$ cat config.mk
export PLATFORM = sky130hd
export DESIGN_NAME = imem_loader
export DESIGN_NICKNAME = d
export VERILOG_FILES = /design/src/rtl/imem_loader.sv
export SDC_FILE = /design/constraint.sdc
export NUM_CORES = 1
export LEC_CHECK = 0
export ABC_AREA = 1
export BUFFER_PORTS_ARGS = -buffer_cell sky130_fd_sc_hd__clkbuf_2
export CORE_MARGIN = 4
export CORE_UTILIZATION = 30
export DETAILED_ROUTE_END_ITERATION = 7
export PLACE_DENSITY = 0.56
export SLEW_MARGIN = 0
export SYNTH_ARGS = -nofsm -noshare
export SYNTH_HDL_FRONTEND = slang
export SYNTH_SLANG_ARGS = --single-unit
$ cat constraint.sdc
create_clock -name clk -period 1.87 [get_ports clk]
set_input_delay 0.0935 -clock clk [delete_from_list [all_inputs] [get_ports clk]]
set_output_delay 0.0935 -clock clk [all_outputs]
set_load 0.05 [all_outputs]
$ cat src/rtl/imem_loader.sv
// Byte-stream to IMEM word loader: packs little-endian bytes into IMEM_W-bit words
// and writes them to consecutive addresses from 0 while holding the core in reset.
module imem_loader #(
    parameter int IMEM_ADDR_W = 5,
    parameter int IMEM_W      = 32,
    parameter int DEPTH       = 10
) (
    input  logic                   clk,
    input  logic                   rst_n,
    input  logic                   start,
    input  logic                   abort,
    input  logic [IMEM_ADDR_W:0]   len,
    input  logic                   byte_valid,
    input  logic [7:0]             byte_data,
    output logic                   byte_ready,
    output logic                   we,
    output logic [IMEM_ADDR_W-1:0] waddr,
    output logic [IMEM_W-1:0]      wdata,
    output logic                   cpu_hold,
    output logic                   busy,
    output logic                   done,
    output logic                   err,
    output logic [1:0]             dbg_state
);

    // Handshake: a byte moves on a rising edge when byte_valid && byte_ready;
    // byte_ready is registered and only ever high in RECV.

    localparam int BPW    = IMEM_W / 8;
    localparam int BCNT_W = (BPW > 1) ? $clog2(BPW) : 1;

    typedef enum logic [1:0] {
        S_IDLE  = 2'd0,
        S_RECV  = 2'd1,
        S_WRITE = 2'd2,
        S_DONE  = 2'd3
    } state_t;

    state_t                r_state;
    logic [BCNT_W-1:0]     r_bcnt;
    logic [IMEM_ADDR_W:0]  r_len;

    logic                  w_xfer;
    logic                  w_last;
    logic                  w_len_ok;
    logic [IMEM_ADDR_W:0]  w_waddr_inc;

    assign w_xfer      = byte_valid && byte_ready;
    assign w_last      = (r_bcnt == BCNT_W'(BPW - 1));
    assign w_len_ok    = (len != '0) && (int'(len) <= DEPTH);
    assign w_waddr_inc = {1'b0, waddr} + 1'b1;
    assign dbg_state   = r_state;

    always_ff @(posedge clk or negedge rst_n) begin
        if (!rst_n) begin
            r_state    <= S_IDLE;
            r_bcnt     <= '0;
            r_len      <= '0;
            byte_ready <= 1'b0;
            we         <= 1'b0;
            waddr      <= '0;
            wdata      <= '0;
            cpu_hold   <= 1'b0;
            busy       <= 1'b0;
            done       <= 1'b0;
            err        <= 1'b0;
        end else begin
            we <= 1'b0;
            case (r_state)
                S_IDLE, S_DONE: begin
                    if (start && !abort) begin
                        r_len  <= len;
                        waddr  <= '0;
                        r_bcnt <= '0;
                        if (w_len_ok) begin
                            r_state    <= S_RECV;
                            byte_ready <= 1'b1;
                            busy       <= 1'b1;
                            cpu_hold   <= 1'b1;
                            done       <= 1'b0;
                            err        <= 1'b0;
                        end else begin
                            r_state    <= S_DONE;
                            byte_ready <= 1'b0;
                            busy       <= 1'b0;
                            cpu_hold   <= 1'b0;
                            done       <= 1'b1;
                            err        <= 1'b1;
                        end
                    end
                end
                S_RECV: begin
                    if (abort) begin
                        // Abort beats a coinciding last byte, so no write is issued.
                        r_state    <= S_IDLE;
                        r_bcnt     <= '0;
                        byte_ready <= 1'b0;
                        busy       <= 1'b0;
                        cpu_hold   <= 1'b0;
                        done       <= 1'b0;
                        err        <= 1'b0;
                    end else if (w_xfer) begin
                        for (int i = 0; i < BPW; i++) begin
                            if (r_bcnt == BCNT_W'(i)) begin
                                wdata[8*i +: 8] <= byte_data;
                            end
                        end
                        if (w_last) begin
                            r_state    <= S_WRITE;
                            r_bcnt     <= '0;
                            byte_ready <= 1'b0;
                            we         <= 1'b1;
                        end else begin
                            r_bcnt <= r_bcnt + 1'b1;
                        end
                    end
                end
                S_WRITE: begin
                    if (abort) begin
                        r_state    <= S_IDLE;
                        byte_ready <= 1'b0;
                        busy       <= 1'b0;
                        cpu_hold   <= 1'b0;
                        done       <= 1'b0;
                        err        <= 1'b0;
                    end else if (w_waddr_inc == r_len) begin
                        // waddr stays on the last written entry so it never passes DEPTH-1.
                        r_state  <= S_DONE;
                        busy     <= 1'b0;
                        cpu_hold <= 1'b0;
                        done     <= 1'b1;
                    end else begin
                        r_state    <= S_RECV;
                        waddr      <= waddr + 1'b1;
                        byte_ready <= 1'b1;
                    end
                end
                default: r_state <= S_IDLE;
            endcase
        end
    end

endmodule

# ---- Word-level counts from Yosys, hierarchy flattened
# Index checks and enable logic that the tools add are counted.
dict set report op_classes {
  magnitude_cmp 1
  addsub 3
  reduce_logical 22
  n_eq_ne 16
  muxes 39
  n_bitwise 1
}
# operator count
set ops {}
lappend ops {{AND reduction 4 bit} 6}
lappend ops {{two-way mux 2 bit} 11}
lappend ops {{two-way mux 1 bit} 18}
lappend ops {{two-way mux 5 bit} 3}
lappend ops {{inequality test 3 bit (second input constant)} 4}
lappend ops {{one-hot mux 5 bit (2 select lines)} 1}
lappend ops {{one-hot mux 1 bit (3 select lines)} 3}
lappend ops {{AND reduction 3 bit} 3}
lappend ops {{equality test 2 bit (second input constant)} 4}
lappend ops {{inequality test 2 bit (second input constant)} 4}
lappend ops {{adder 5 x 1 -> 6 bit (second input constant)} 1}
lappend ops {{equality test 6 bit} 1}
lappend ops {{<= comparator 6 x 4 -> 1 bit (second input constant)} 1}
lappend ops {{one-hot mux 2 bit (3 select lines)} 1}
lappend ops {{nonzero test 6 bit} 1}
lappend ops {{adder 5 x 1 -> 5 bit (second input constant)} 1}
lappend ops {{equality test 2 x 1 -> 1 bit (second input constant)} 2}
lappend ops {{zero test 2 bit} 2}
lappend ops {{one-hot mux 2 bit (2 select lines)} 1}
lappend ops {{AND reduction 2 bit} 2}
lappend ops {{nonzero test 2 bit} 2}
lappend ops {{OR reduction 2 bit} 2}
lappend ops {{logical AND 1 bit} 3}
lappend ops {{adder 2 x 1 -> 2 bit (second input constant)} 1}
lappend ops {{other kinds (4)} 4}
dict set report totals {
  regBits 52
  out_inout_bits 45
  elab_cells 95
  in_bits 19
}

# ---- Longest topological paths before layout
dict set report depth {
  depth_word 5
  mapped_depth 13
  mapped_depth_nobuf 13
}

# ---- Worst setup path after synthesis
# OpenSTA, ideal clock, no wires.
dict set report synth_path {
  path_type {register -> register}
  startpoint {register r_state[0], in the netlist dbg_state[0]}
  endpoint {register waddr[3]}
  setup_time_ns 0.120
  t_required_ns 1.750
  stages_incl_launch_ff 9
  arrival_time_ns 1.880
  n_path_buf 0
  synth_period_minus_slack_ns 1.999
  path_slack_ns -0.129
  cell_sequence {dfrtp_1 inv_1 ha_1 inv_1 nand2_1 a22oi_1 nand2_4 nand2_1 nand2_1}
}
dict set report synth_between {
  elab_chain_len 4
  word_cells_on_any_way 10
  classes_between {eq/ne (5); mux (1); reduce/logical (4)}
}
# element line_no
set synth_rtl {}
lappend synth_rtl {{from (decl)} 39} ;# state_t r_state;
lappend synth_rtl {{from (signal assigned)} 56} ;# r_state <= S_IDLE;
lappend synth_rtl {{from (signal assigned)} 76} ;# r_state <= S_RECV;
lappend synth_rtl {{from (signal assigned)} 83} ;# r_state <= S_DONE;
lappend synth_rtl {{equality test 2 bit or zero test 2 bit (tied branches)} 69} ;# case (r_state)
lappend synth_rtl {{OR reduction 2 bit} 69}
lappend synth_rtl {{inequality test 2 bit (no source line) or nonzero test 2 bit (tied branches)} n/a}
lappend synth_rtl {{AND reduction 4 bit (no source line)} n/a}
lappend synth_rtl {{to (signal assigned)} 134} ;# waddr <= waddr + 1'b1;
lappend synth_rtl {{to (decl)} 17} ;# output logic [IMEM_ADDR_W-1:0] waddr,
# Several ways; a longest one is shown, not always the timed one.
# A chain may end at the register's enable or synchronous reset.

# ---- Worst setup path in the final report
dict set report layout_path {
  startpoint {register r_state[1], in the netlist dbg_state[1]}
  endpoint {register r_state[1], in the netlist dbg_state[1]}
}
dict set report layout_between {
  elab_chain_len 4
  word_cells_on_any_way 10
  classes_between {eq/ne (6); mux (1); reduce/logical (3)}
}
# element line_no
set layout_rtl {}
lappend layout_rtl {{equality test 2 bit or zero test 2 bit (tied branches)} 69}
lappend layout_rtl {{OR reduction 2 bit} 69}
lappend layout_rtl {{inequality test 2 bit (no source line)} n/a}
lappend layout_rtl {{AND reduction 3 bit (no source line)} n/a}
# Several ways; a longest one is shown, not always the timed one.

==> impl_results.md <==
* Root Buffer: clkbuf_8
* Global route overflow at 0
* Vias per cell at 4.43
* Pleak at 0.00168 uW
* Count of pins over their slew limit at 0
* Nets at 400
* Slowest CP cell: dfrtp_2
* Antenna Cells at 0
* Crit path cell chain: inv_1, ha_1, inv_1, nor2_4, inv_2, nor2_2, a211oi_4, or2_2, nand2_1
* Row cnt at 33
* TritonCTS clock tree: yes
* Relative slew slack at 50.9%
* DIE AREA at 9870 um^2
* Synth Cell Area at 2500 um^2
* Wire length per cell at 12.3 um
* Min Clock Period, post-route at 1.70 ns
* Fmax achieved at 590 MHz
* Antenna violation net count after detailed routing at 0
* Unique cell type count in the Yosys netlist at 27
* IO Port Bufs at 63
* I/O Pins at 64
* Worst-Margin Slew at 0.736 ns
* Critical-path maximum fanout at 8
* Gr usage total at 12.8%
* Share of the yosys chip area belonging to registers at 52.0%
* Type of the worst setup path: flop to flop
* Core ar. at 8180 um^2
* Setup WS pre-CTS at 0.137 ns
* Number of fill cells at 861
* Final Hold Viols at 0
* Clk sinks at 52
* Maximum VDD drop at 648 uV
* Global-route wire length before repair at 10.2 mm
* Count of final setup violators at 0
* Synth Instances at 301
* Setup_tns at 0 ns
* Total number of vias at 2124
* Share of post-route cells with drive strength above 1 at 28.3%
* Most common cell on crit path: inv_1
* PwrDens at 1440 nW/um^2
* DR pass1 iterations at 4
* Initial DRC Count at 57
* Initial antenna violation count at 0
* Placed wire-length estimate at 4.59 mm
* Startpoint types: flop
* Unrepaired setup endpoints after global routing: no
* Area growth syn-to-layout at 24.0%
* Total CTS buffers at 5
* Post-synthesis sequential element count at 52
* Clk_lat worst skew at 0.31 ns
* CP Capture Type: flop
* Fin Clk Skew at 0.00313 ns
* Die H at 99.4 um
* Initial Utilization at 30.6%
* Worst min-delay path category: input pin to flop
* Required time worst endpoint at 2.12 ns
* Clock-pin slew on the worst setup and hold paths at 0.10 ns
* Max Root-Sink Buffers at 2
* Status: finished clean
* Max_cap viols at 0
* Warnings from Yosys at 0
* Avg Inst Size Synth at 8.32 um^2
* Die W at 99.4 um
* Final setup margin at 0.175 ns
* CP Data Arrival Time at 1.95 ns
* CP max stage delay at 0.43 ns
* Syn_nets at 327
* Gpl congestion at 0.832
* Period utilization at 90.7%
* DRC Markers at 0
* Vias in the first global route at 2135
* Largest net degree at the start of global routing at 30
* CTS H-Tree Depth at 2
* Post-Route WL at 5.90 mm
==> kinds of logic (layout without fill, tap and decap cells) <==
kind of cell             Yosys count  count (layout)  synth area share [%]
buffers and inverters             52             126                  8.60
AND/OR/NAND/NOR                  142             142                  25.7
flip-flops                        52              52                  52.0
AO/OA/AOI/OAI                     48              48                  10.2
adder cells (fa/ha/maj)            7               7                  3.50
==> routing by layer <==
layer / up-vias / share of wire (%) / track usage [%]
met5: - / 0 / 0
met4: 0 / 1.6 / 4.20
met3: 10 / 7.3 / 4.42
met2: 60 / 45 / 20.6
met1: 964 / 46 / 16.2
li1: 1090 / - / -
==> report_power, final <==
part / total (uW) / switching [uW] / internal, uW
Combinational: 2230 / 1590 / 638
Clock: 662 / 395 / 267
Sequential: 1590 / 197 / 1390
==> worst max-delay path: cells and delay by family, from the launching register on <==
family	cells	cell delay, ns
compound gates	1	0.07
fa+ha+maj	1	0.19
buf+inv	3	0.23
flops	1	0.43
simple gates	4	0.73
==> area by class of cell <==
type	instances	area, um^2	share of cell area (%)
inverter	44	165	5.32
clock buffer	5	68.8	2.22
sequential	52	1310	42.0
tap	105	131	4.23
clock inverter	3	21.3	0.685
timing repair buffer	74	400	12.9
multi-input combinational	197	1010	32.6
==> sequential cells by signal, indices dropped and copies added, names as in the netlist <==
register    flops
wdata          32
r_len           6
waddr           5
dbg_state       2
r_bcnt          2
busy            1
byte_ready      1
done            1
err             1
we              1
==> stage by stage <==
stage / total power, uW / hold WS, ns / instance area (um^2) / utilization [%] / instances
floorplan: 3260 / -0.202 / 2510 / - / 301
global placement: 3750 / 0.194 / 2970 / 36.3 / 470
detailed placement: 3790 / 0.204 / 2970 / 36.3 / 470
CTS: 4480 / 0.0316 / 3070 / 37.6 / 479
global route: 4860 / 0.0356 / 3110 / 38.0 / 480
finish: 4480 / 0.0387 / 3110 / 38.0 / 480
==> cells in the final DEF, fill, tap and decap left out, types with 3 or more instances in the layout <==
cell type	instances
buf_4	10
clkbuf_2	63
clkbuf_8	5
dfrtp_1	49
dfrtp_2	3
ha_1	6
inv_1	41
inv_2	3
nand2_1	88
nand2_2	6
nand3_1	19
nand4_1	5
nor2_1	12
nor2_2	4
o21ai_0	40
o21ai_1	4
==> path summary, 6_finish.rpt <==
path | from | endpoint | slack (ns) | cells after the start
worst min-delay path | len[4] | r_len[4] | 0.04 | 3
worst min register to register | done | done | 0.49 | 2
max in group asynchronous | rst_n | r_len[1] | 0.87 | 3
worst max-delay path | dbg_state[1] | dbg_state[1] | 0.17 | 9
min in group asynchronous | rst_n | waddr[0] | 0.37 | 2
worst max register to register | dbg_state[1] | dbg_state[1] | 0.17 | 9
==> Yosys cell counts, drive strengths merged <==
cell type,number,share of area [%]
ha,7,3.5
buf,4,1.4
o221ai,1,0.35
clkbuf,4,0.60
o21bai,1,0.30
a22oi,1,0.30
inv,44,6.6
o21ai,44,8.8
or2,1,0.25
nand3b,2,0.60
dfrtp,52,52
nand4,5,1.2
a211oi,1,0.50
nand3,21,4.9
nor2,17,3.1
nor3,1,0.40
nand2,95,15
==> what timing repair did <==
item | CTS | global route
setup buffers | 0 | 1
hold endpoints to repair | 25 | 0
resized for setup | 0 | 4
hold buffers | 1 | 0
setup endpoints to repair | 0 | 6
(Power assumes the default switching activity.)
